===== src/rtl/nonogram_pkg.sv =====
// Shared nonogram constants, serializer state type and row packing helper.
// Used by both the board parser and board_serializer.
package nonogram_pkg;

    localparam int MAX_ROWS = 11;
    localparam int MAX_COLS = 11;
    localparam int BYTE_W   = 8;

    typedef enum logic [2:0] {
        S_IDLE,
        S_HDR_M,
        S_HDR_N,
        S_ROW,
        S_CHK,
        S_FIN
    } ser_state_t;

    // Bytes per packed row: columns never exceed 16.
    function automatic logic [1:0] row_bytes(input logic [4:0] n);
        return (n > 5'd8) ? 2'd2 : 2'd1;
    endfunction

endpackage


===== src/rtl/row_byte_select.sv =====
// Picks one packed byte of a board row, MSB = lowest column of the byte.
// Columns at or beyond n read as zero.
module row_byte_select #(
    parameter int MAX_ROWS = nonogram_pkg::MAX_ROWS,
    parameter int MAX_COLS = nonogram_pkg::MAX_COLS
) (
    input  logic [MAX_ROWS*MAX_COLS-1:0]    board_i,
    input  logic [$clog2(MAX_ROWS)-1:0]     row_idx_i,
    input  logic                            byte_idx_i,
    input  logic [$clog2(MAX_COLS)-1:0]     n_i,
    output logic [nonogram_pkg::BYTE_W-1:0] byte_o
);

    logic [MAX_COLS-1:0] row_bits;
    logic [15:0]         cols;

    assign row_bits = MAX_COLS'(board_i >> (int'(row_idx_i) * MAX_COLS));

    always_comb begin
        cols = '0;
        for (int c = 0; c < MAX_COLS; c++) begin
            cols[c] = row_bits[c] & (c < int'(n_i));
        end
    end

    always_comb begin
        byte_o = '0;
        for (int b = 0; b < 8; b++) begin
            byte_o[7-b] = byte_idx_i ? cols[8+b] : cols[b];
        end
    end

endmodule


===== src/rtl/board_serializer.sv =====
// Streams a captured board as m, n, then packed rows over valid/ready.
// Define BOARD_SERIALIZER_CHECKSUM_EN to append an XOR checksum byte.
module board_serializer #(
    parameter int MAX_ROWS = nonogram_pkg::MAX_ROWS,
    parameter int MAX_COLS = nonogram_pkg::MAX_COLS
) (
    input  logic                            clk,
    input  logic                            rst,
    input  logic                            valid_in,
    input  logic [MAX_ROWS*MAX_COLS-1:0]    solution,
    input  logic [$clog2(MAX_ROWS)-1:0]     m,
    input  logic [$clog2(MAX_COLS)-1:0]     n,
    input  logic                            tx_ready,
    output logic                            byte_valid,
    output logic [nonogram_pkg::BYTE_W-1:0] byte_out,
    output logic                            busy,
    output logic                            done
);

    import nonogram_pkg::*;

    localparam int MW = $clog2(MAX_ROWS);
    localparam int NW = $clog2(MAX_COLS);
    localparam int SW = MAX_ROWS * MAX_COLS;

    localparam logic [MW-1:0] M_CAP = MW'(MAX_ROWS);
    localparam logic [NW-1:0] N_CAP = NW'(MAX_COLS);

`ifdef BOARD_SERIALIZER_CHECKSUM_EN
    localparam ser_state_t TAIL = S_CHK;
`else
    localparam ser_state_t TAIL = S_FIN;
`endif

    ser_state_t state_q, state_d;

    logic [SW-1:0]     sol_q;
    logic [MW-1:0]     m_q;
    logic [NW-1:0]     n_q;
    logic [MW-1:0]     row_q, row_d;
    logic              byte_q, byte_d;
    logic [BYTE_W-1:0] row_byte;
    logic              capture;
    logic              xfer;
    logic              empty;
    logic              two_b;
    logic              last_byte;

`ifdef BOARD_SERIALIZER_CHECKSUM_EN
    logic [BYTE_W-1:0] chk_q, chk_d;
`endif

    assign capture   = (state_q == S_IDLE) && valid_in;
    assign xfer      = byte_valid && tx_ready;
    assign empty     = (m_q == '0) || (n_q == '0);
    assign two_b     = (row_bytes(5'(n_q)) == 2'd2);
    assign last_byte = (row_q == m_q - MW'(1)) && (byte_q || !two_b);

    row_byte_select #(
        .MAX_ROWS (MAX_ROWS),
        .MAX_COLS (MAX_COLS)
    ) u_sel (
        .board_i    (sol_q),
        .row_idx_i  (row_q),
        .byte_idx_i (byte_q),
        .n_i        (n_q),
        .byte_o     (row_byte)
    );

    always_comb begin
        state_d = state_q;
        row_d   = row_q;
        byte_d  = byte_q;
        unique case (state_q)
            S_IDLE: begin
                if (valid_in) begin
                    state_d = S_HDR_M;
                    row_d   = '0;
                    byte_d  = 1'b0;
                end
            end
            S_HDR_M: if (xfer) state_d = S_HDR_N;
            S_HDR_N: if (xfer) state_d = empty ? TAIL : S_ROW;
            S_ROW: begin
                if (xfer) begin
                    if (last_byte) begin
                        state_d = TAIL;
                    end else if (two_b && !byte_q) begin
                        byte_d = 1'b1;
                    end else begin
                        byte_d = 1'b0;
                        row_d  = row_q + MW'(1);
                    end
                end
            end
`ifdef BOARD_SERIALIZER_CHECKSUM_EN
            S_CHK: if (xfer) state_d = S_FIN;
`endif
            S_FIN:   state_d = S_IDLE;
            default: state_d = S_IDLE;
        endcase
    end

`ifdef BOARD_SERIALIZER_CHECKSUM_EN
    always_comb begin
        chk_d = chk_q;
        if (capture) begin
            chk_d = '0;
        end else if (xfer) begin
            chk_d = chk_q ^ byte_out;
        end
    end
`endif

    always_comb begin
        byte_valid = 1'b0;
        byte_out   = '0;
        busy       = (state_q != S_IDLE);
        done       = (state_q == S_FIN);
        unique case (state_q)
            S_HDR_M: begin
                byte_valid = 1'b1;
                byte_out   = BYTE_W'(m_q);
            end
            S_HDR_N: begin
                byte_valid = 1'b1;
                byte_out   = BYTE_W'(n_q);
            end
            S_ROW: begin
                byte_valid = 1'b1;
                byte_out   = row_byte;
            end
`ifdef BOARD_SERIALIZER_CHECKSUM_EN
            S_CHK: begin
                byte_valid = 1'b1;
                byte_out   = chk_q;
            end
`endif
            default: begin
                byte_valid = 1'b0;
                byte_out   = '0;
            end
        endcase
    end

    always_ff @(posedge clk or negedge rst) begin
        if (!rst) begin
            state_q <= S_IDLE;
            row_q   <= '0;
            byte_q  <= 1'b0;
            sol_q   <= '0;
            m_q     <= '0;
            n_q     <= '0;
        end else begin
            state_q <= state_d;
            row_q   <= row_d;
            byte_q  <= byte_d;
            if (capture) begin
                sol_q <= solution;
                m_q   <= (m > M_CAP) ? M_CAP : m;
                n_q   <= (n > N_CAP) ? N_CAP : n;
            end
        end
    end

`ifdef BOARD_SERIALIZER_CHECKSUM_EN
    always_ff @(posedge clk or negedge rst) begin
        if (!rst) begin
            chk_q <= '0;
        end else begin
            chk_q <= chk_d;
        end
    end
`endif

endmodule


===== config.mk =====
export PLATFORM = sky130hd
export DESIGN_NAME = board_serializer
export DESIGN_NICKNAME = d
export VERILOG_FILES = /design/src/rtl/nonogram_pkg.sv /design/src/rtl/row_byte_select.sv /design/src/rtl/board_serializer.sv
export SDC_FILE = /design/constraint.sdc
export NUM_CORES = 1
export LEC_CHECK = 0
export CORE_MARGIN = 8
export CORE_UTILIZATION = 35
export CTS_CLUSTER_DIAMETER = 150
export CTS_CLUSTER_SIZE = 8
export DETAILED_ROUTE_END_ITERATION = 7
export DONT_BUFFER_PORTS = 1
export HOLD_SLACK_MARGIN = 0.12
export PLACE_DENSITY = 0.49
export SLEW_MARGIN = 20
export SYNTH_ARGS = -nofsm -noshare
export SYNTH_HDL_FRONTEND = slang
export SYNTH_SLANG_ARGS = --single-unit

===== constraint.sdc =====
create_clock -name clk -period 4.9 [get_ports clk]
set_input_delay 0.49 -clock clk [delete_from_list [all_inputs] [get_ports clk]]
set_output_delay 0.49 -clock clk [all_outputs]
set_load 0.02 [all_outputs]

* After elaboration in Yosys (flattened, before gate mapping)
Index checks and enable logic that the tools add are counted.
Widths: inputs -> output; s select.
** Storage, ports and cells
- Register bits :: 137
- Bits of input ports :: 133
** Cells by class
- Add/sub/neg operators :: 2
- $mul :: 1
- Magnitude comparators :: 14
- Equality and inequality tests :: 13
- Shift-type cells :: 1
- Muxes and demuxes :: 30
- Bitwise operators :: 11
- Reductions and logical operators :: 17
** Operators by type and width (count)
- $shr 121x32->11 :: 1
- $mux 4 :: 6
- $pmux 8 s3 :: 1
- $mux 3 :: 6
- $lt 3x4->1 const A :: 4
- $ne 2x2->1 const B :: 7
- $mux 1 :: 13
- $gt 4x4->1 const B :: 3
- $lt 4x4->1 const A :: 3
- $pmux 3 s4 :: 1
- $and 1x1->1 :: 11
- $reduce_and 5->1 :: 2
- $logic_not 4->1 :: 2
- $lt 1x4->1 const A :: 2
- $lt 2x4->1 const A :: 2
- $mul 4x4->8 const B :: 1
- $pmux 4 s2 :: 1
- $eq 3x2->1 const B :: 2
- $add 4x1->4 const B :: 1
- $eq 4x4->1 :: 1
- $logic_and 1x1->1 :: 4
- $reduce_and 4->1 :: 1
- $sub 4x1->4 const B :: 1
- $eq 3x1->1 const B :: 1
- 10 further kinds :: 12

* Logic depth before layout (Yosys ltp)
Gate-level depths: netlist of run 1.
- Word-level depth :: 9
- Gate-level depth with buffers :: 7
- Depth with buffers taken out :: 7

* Cells and area by module
From an unflattened synthesis of run 1, not the netlist that was laid out.
** Second synthesis, totals
- Cells, all modules :: 516
- Area total of the unflattened synthesis :: 6851.6 µm²
** Modules (own cells, without submodules)
- board_serializer :: instances 1, cells each 374, area an instance 5519.0 µm², sequential area each 3428.3 µm²
- row_byte_select :: instances 1, cells each 142, area an instance 1332.5 µm², sequential area each 0.0 µm²

* Least setup slack after synthesis of run 1
No wires, ideal clock.
- Kind :: register to output
- Start point :: register row_q[1]
- End point :: output port byte_out[4] in the netlist's numbering
- Data arrival time :: 2003 ps
- Required time :: 4410 ps
- Setup slack :: 2407 ps
- Stages on the path, launching flop included :: 7
- Path buffers :: 2
- Cells stage by stage :: dfrtp_1 -> buf_4 -> nor2b_1 -> clkbuf_1 -> a21oi_1 -> a211o_1 -> a211oi_1
** Between the ends
- Longest elaborated chain between the ends :: 5
** Ends and longest elaborated chain
- start, declared :: line board_serializer.sv:40 : logic [MW-1:0] row_q, row_d;
- start signal, assigned :: line board_serializer.sv:156 : row_q <= row_d;
- $mul 4x4->8 :: line row_byte_select.sv:17 : assign row_bits = MAX_COLS'(board_i >> (int'(row_idx_i) * MAX_COLS));
- $shr 121x32->11 :: line row_byte_select.sv:17
- $and 1x1->1 :: line row_byte_select.sv:22 : cols[c] = row_bits[c] & (c < int'(n_i));
- $mux 1 :: line row_byte_select.sv:29 : byte_o[7-b] = byte_idx_i ? cols[8+b] : cols[b];
- $pmux 8 s3 :: line board_serializer.sv:120 : unique case (state_q)
- end, declared :: line board_serializer.sv:15 : output logic [nonogram_pkg::BYTE_W-1:0] byte_out,
Every way passes these cells.

* Worst setup path after layout of run 1
Same ends and word-level chain as after synthesis.

==> flow_metrics.py, run 1 <==
metrics = {
    "run_status": {
        "status": "completed",
    },
    "timing": {
        "fmax_mhz": 287,
        "grt_setup_unrepaired": "no",
        "holdWs_ns": 0.200,
        "fin_skew_ns": 0.00545,
        "finalHoldViolCount": 0,
        "finalCritPeriodShare_pct": 71.2,
        "min_period_ns": 3.49,
        "finalSetupViolations": 0,
        "tightest_slew_ns": 1.01,
        "drv_slew": 0,
        "fin_ws_ns": 1.41,
        "finalSetupTns_ns": 0,
        "max-slew-margin-rel_pct": 32.3,
    },
    "clocking": {
        "path_clk_slew_ns": 0.06,
        "cts_buffers": 17,
        "clockRootBuffer": "clkbuf_16",
        "tritoncts": "yes",
        "clock-sinks": 137,
        "clkLatencyLatePin_ns": 0.42,
        "postCtsSetupBuffers": 0,
        "cts_buffer_depth": 2,
        "cts_htree_levels": 4,
    },
    "detailed_routing": {
        "drc_errors": 0,
        "wl_per_cell_um": 23.0,
        "routed-via-count": 4004,
        "wl_mm": 16.9,
        "drt_iter0_markers": 260,
        "postRouteAntennaNets": 0,
        "dr.pass1.iters": 5,
        "via_per_inst": 5.45,
    },
    "worst_setup_path": {
        "worstRegToRegCells": 4,
        "crit_arrival_ns": 3.00,
        "crit_fanout": 16,
        "r2r_start": "state_q[1]",
        "worstSetupEndpointType": "output port",
        "cp-start-kind": "register",
        "path_class": "register to output port",
        "crit_end": "byte_out[4]",
        "reg2reg_slack_ns": 2.53,
        "required_ns": 4.41,
        "crit_start": "row_q[1]",
        "r2r_end": "sol_q[75]",
    },
    "die": {
        "core_area_um2": 18700,
        "initial_core_util_pct": 35.7,
        "ioPinCount": 144,
        "die-height_um": 154,
        "die_w_um": 154,
        "die-area_um2": 23800,
        "std_cell_rows": 50,
    },
    "synthesis": {
        "ys_top_cells_by_area": "dfrtp_1 51%, mux2_2 14%, mux2_1 7.9%",
        "synthFlopType": "dfrtp_1",
        "syn_nets": 631,
        "synthesis.area_um2": 6680,
        "yosysTopAreaCell": "dfrtp_1",
        "ys_seq_area_share_pct": 51.3,
        "syn-instance-count": 496,
        "synthDistinctLibCells": 51,
        "synthTopCellsByCount": "137 x dfrtp_1, 84 x mux2_2, 47 x mux2_1, 28 x nor2_1",
        "async_flop_share_pct": 100,
        "synth_most_common_cell": "dfrtp_1",
        "synth-seq-cells": 137,
        "netlist.area_leader.share_pct": 51.3,
        "synth_area_per_cell_um2": 13.5,
        "yosys_warnings": 0,
        "synth_edf_count": 0,
    },
    "power": {
        "sw_frac_of_total_pct": 34.4,
        "p_leak_nw": 2.98,
        "fin_total_pwr_mw": 5.34,
        "cellPowerDensity_nw_per_um2": 716,
        "power.share.combinational_pct": 38.2,
        "p_switching_mw": 1.84,
        "internal_power_mw": 3.50,
        "p_clk_share_pct": 22.5,
        "ir_drop_v": 0.000285,
        "p_seq_share_pct": 39.2,
    },
    "placed_design": {
        "dpl-instance-area_um2": 6860,
        "place_inst": 700,
        "dp_hpwl_mm": 12.4,
        "port_buffers": 0,
        "pre_cts_ws_ns": 1.84,
        "finalWeightedCongestion": 0.842,
    },
    "finish": {
        "stdcell_count": 735,
        "n_fill_cell": 1747,
        "layout.nets": 622,
        "area_growth_syn_to_layout_pct": 11.6,
        "fin_area_um2": 7460,
        "final_core_util_pct": 39.9,
        "regArea_um2": 3430,
        "multiInputGateArea_um2": 3040,
        "drive_above_1_share_pct": 29.5,
    },
    "worst_hold_path": {
        "whs_path_depth": 1,
        "hp-start": "solution[41]",
        "hp-class": "input port to register",
    },
    "flow_run": {
        "maxCapViolCount": 0,
    },
    "global_route": {
        "first_global_vias": 4281,
        "antenna_found_initial": 12,
        "grt_pass1_wl_mm": 26.3,
        "grt_overflow": 0,
        "grt_usage_pct": 14.7,
        "grt_max_degree": 138,
    },
}
[repair_timing]
action	in CTS	in global routing
hold buffers	2	0
hold endpoints to repair	137	0
gates resized for setup	0	0
[logic make-up after synthesis]
family	count (synthesis)	synth area share, %
AOI/OAI and AO/OA	66	7.30
xor gates and xnor gates	6	1.07
adders and majority gates	2	0.374
buffers and inverters	43	3.18
DFF	137	51.3
muxes	167	30.8
and+or+nand+nor	75	5.95
[routing by layer]
layer  up-vias  track usage [%]  wire, um
met3        36             6.24      1260
met5         -                0       144
met2       109             23.9      8260
li1       1828                -         -
met4        20             5.46       240
met1      2011             17.0      6970
[registers in the layout (all words and copies together), names as in the netlist]
signal   count
byte_q       1
m_q          4
n_q          4
row_q        4
sol_q      121
state_q      3
[power groups by stage]
stage / clock network, mW / logic, mW / registers, mW
detailed placement: 0 / 2.05 / 2.12
CTS: 1.23 / 2.09 / 2.10
global placement: 0 / 2.00 / 2.11
finish: 1.20 / 2.04 / 2.10
global route: 1.28 / 2.24 / 2.19
floorplan: 0 / 1.74 / 1.91
[worst min-delay path by stage]
stage                      endpoint  slack [ns]
after floorplan              byte_q        0.19
after global placement    sol_q[45]        0.20
after detailed placement  sol_q[47]        0.20
after CTS                 sol_q[41]        0.19
after global routing      sol_q[43]        0.18
final                     sol_q[41]        0.20
[cells in the final DEF, fill, tap and decap left out, drive strengths merged, types with 7 or more instances in the layout]
cell / Yosys / final
a21oi: 17 / 17
a22oi: 8 / 8
clkbuf: 11 / 23
dfrtp: 137 / 137
inv: 8 / 8
mux2: 131 / 131
mux2i: 18 / 18
mux4: 18 / 18
nand2: 14 / 14
nand3: 7 / 7
nor2: 29 / 29
[final cells by class]
cell class | count | share of cell area (%)
inverter | 8 | 0.402
multi-input combinational | 316 | 40.8
tap | 234 | 3.92
sequential | 137 | 46.0
clock buffer | 23 | 6.54
timing repair buffer | 7 | 1.34
antenna | 3 | 0.101
clock inverter | 7 | 0.922
[worst max-delay path: stages, from the launching register on]
cell	delay, ns
dfrtp_2	0.57
nor2b_1	0.66
a21oi_1	0.15
a211o_1	0.34
a211oi_1	0.86
Note: power is estimated with default switching activity, not from simulation.
==> inputs of run 2 (changes only) <==
--- a/config.mk
+++ b/config.mk
@@ -12,7 +12,7 @@
 export DETAILED_ROUTE_END_ITERATION = 7
 export DONT_BUFFER_PORTS = 1
 export HOLD_SLACK_MARGIN = 0.12
-export PLACE_DENSITY = 0.49
+export PLACE_DENSITY = 0.51
 export SLEW_MARGIN = 20
 export SYNTH_ARGS = -nofsm -noshare
 export SYNTH_HDL_FRONTEND = slang
==> constraint.sdc (replaced) <==
create_clock -name clk -period 3.1 [get_ports clk]
set_input_delay 0.31 -clock clk [delete_from_list [all_inputs] [get_ports clk]]
set_output_delay 0.31 -clock clk [all_outputs]
set_load 0.02 [all_outputs]
==> run 2 against run 1 <==
  * Clock skew rose by 0.00090 ns
  * Clock power increased by 68%
  * Flip-flop and latch count is the same
  * Final cell count up 18%
  * Critical path depth is 1 higher
  * Worst hold slack worse by 0.60 ns
  * Cell area grew 18%
  * Die area is the same
  * Sequential share of layout area down 7.0 points
  * The run now ends with negative hold slack left
==> flow_metrics.py, run 2 (same netlist as run 1, synthesis figures left out) <==
metrics = {
    "worst_setup_path": {
        "crit_start": "row_q[1]",
        "worstRegToRegCells": 4,
        "crit_arrival_ns": 2.60,
        "worstSetupEndpointType": "output port",
        "path_class": "register to output port",
        "cp-start-kind": "register",
        "r2r_start": "state_q[0]",
        "required_ns": 2.79,
        "crit_fanout": 25,
    },
    "placed_design": {
        "dp_hpwl_mm": 12.4,
        "place_inst": 706,
        "port_buffers": 0,
        "finalWeightedCongestion": 0.815,
    },
    "power": {
        "ir_drop_v": 0.000501,
        "cellPowerDensity_nw_per_um2": 997,
        "p_leak_nw": 3.56,
    },
    "timing": {
        "finalSetupViolations": 0,
        "holdWs_ns": -0.402,
        "fin_skew_ns": 0.00635,
        "max-slew-margin-rel_pct": 52.6,
        "fmax_mhz": 344,
        "finalHoldViolCount": 137,
        "finalSetupTns_ns": 0,
        "tightest_slew_ns": 0.711,
        "drv_slew": 0,
        "grt_setup_unrepaired": "no",
        "min_period_ns": 2.91,
        "finalCritPeriodShare_pct": 93.9,
    },
    "finish": {
        "top_register": "sol_q",
        "largest_reg_flops": 121,
        "final_cell_mix": "135 x dfrtp_1, 129 x dlygate4sd3_1, 84 x mux2_2",
        "diodes": 0,
        "layout.nets": 755,
        "area_growth_syn_to_layout_pct": 31.9,
        "stdcell_count": 867,
        "layout_commonest_cell": "dfrtp_1",
        "drive_above_1_share_pct": 23.9,
    },
    "die": {
        "core_area_um2": 18700,
        "die_w_um": 154,
        "std_cell_rows": 50,
        "initial_core_util_pct": 35.7,
        "ioPinCount": 144,
        "die-area_um2": 23800,
        "die-height_um": 154,
    },
    "clocking": {
        "cts_htree_levels": 4,
        "cts_buffers": 17,
        "path_clk_slew_ns": 0.06,
        "clock-sinks": 137,
        "cts_hold_repair.buffers": 129,
        "tritoncts": "yes",
        "postCtsSetupBuffers": 0,
        "clkLatencyLatePin_ns": 0.41,
        "clockRootBuffer": "clkbuf_16",
        "cts_buffer_depth": 2,
    },
    "global_route": {
        "grt_usage_pct": 15.1,
        "grt_overflow": 0,
        "first_global_vias": 5110,
        "antenna_found_initial": 0,
        "grt_pass1_wl_mm": 28.0,
        "grt_max_degree": 138,
    },
    "detailed_routing": {
        "postRouteAntennaNets": 0,
        "drt_iter0_markers": 216,
        "wl_per_cell_um": 19.9,
        "wl_mm": 17.3,
        "drc_errors": 0,
        "routed-via-count": 4480,
        "via_per_inst": 5.17,
        "dr.pass1.iters": 4,
    },
    "run_status": {
        "status": "finished with violations",
        "violations": "negative hold slack",
    },
    "flow_run": {
        "maxCapViolCount": 0,
    },
    "worst_hold_path": {
        "hp-class": "input port to asynchronous set/reset pin",
    },
}
==> run 2: path summary, 6_finish.rpt <==
| check | end | slack, ns |
|---|---|---|
| max in group asynchronous | sol_q[103] | 3.31 |
| setup / recovery | byte_out[5] | 0.19 |
| hold / removal | sol_q[55] | -0.40 |
| min in group clk | m_q[0] | 0.13 |
| hold reg to reg | sol_q[44] | 0.48 |
| setup reg to reg | sol_q[1] | 0.81 |
==> run 2: what timing repair did <==
| action | CTS | global route |
|---|---|---|
| resized for setup | 0 | 1 |
| endpoints found under the hold margin | 267 | 137 |
| setup endpoints to repair | 0 | 1 |
==> run 2: report_power, final <==
| part | total (mW) | switching [mW] | internal [mW] |
|---|---|---|---|
| sequential | 3.40 | 0.713 | 2.69 |
| clock | 2.02 | 0.717 | 1.30 |
| combinational | 3.36 | 1.49 | 1.87 |
==> run 2: per-layer routing <==
layer / part of all wire, % / GRT usage [%]
met2: 49 / 25.1
met1: 44 / 18.3
met5: 0 / 0
met4: 2.0 / 5.93
met3: 5.4 / 4.26
==> run 2: layout make-up <==
| type | instances | area [um2] |
|---|---|---|
| tap | 234 | 293 |
| sequential | 137 | 3430 |
| inverter | 8 | 30.0 |
| timing repair buffer | 140 | 1420 |
| clock buffer | 24 | 472 |
| multi-input combinational | 316 | 3040 |
| fill | 1653 | 9890 |
| clock inverter | 8 | 119 |
==> run 2: stage by stage <==
| stage | cell area (um2) | power [mW] | setup WS [ns] | utilization [%] |
|---|---|---|---|---|
| final | 8810 | 8.78 | 0.189 | 47.1 |
| after global routing | 8810 | 9.34 | 0.0571 | 47.1 |
| after CTS | 8810 | 8.88 | 0.114 | 47.1 |
| after detailed placement | 6930 | 6.68 | 0.561 | 37.0 |
| after global placement | 6930 | 6.60 | 0.585 | 37.0 |
| after floorplan | 6680 | 5.78 | 0.787 | - |
==> run 2: worst max-delay path, stage by stage (launching register included) <==
cell and delay, ns:
dfrtp_2 0.83, mux2_2 0.42, a22oi_1 0.25, a221o_1 0.22, nand2_1 0.06, a211o_1 0.41
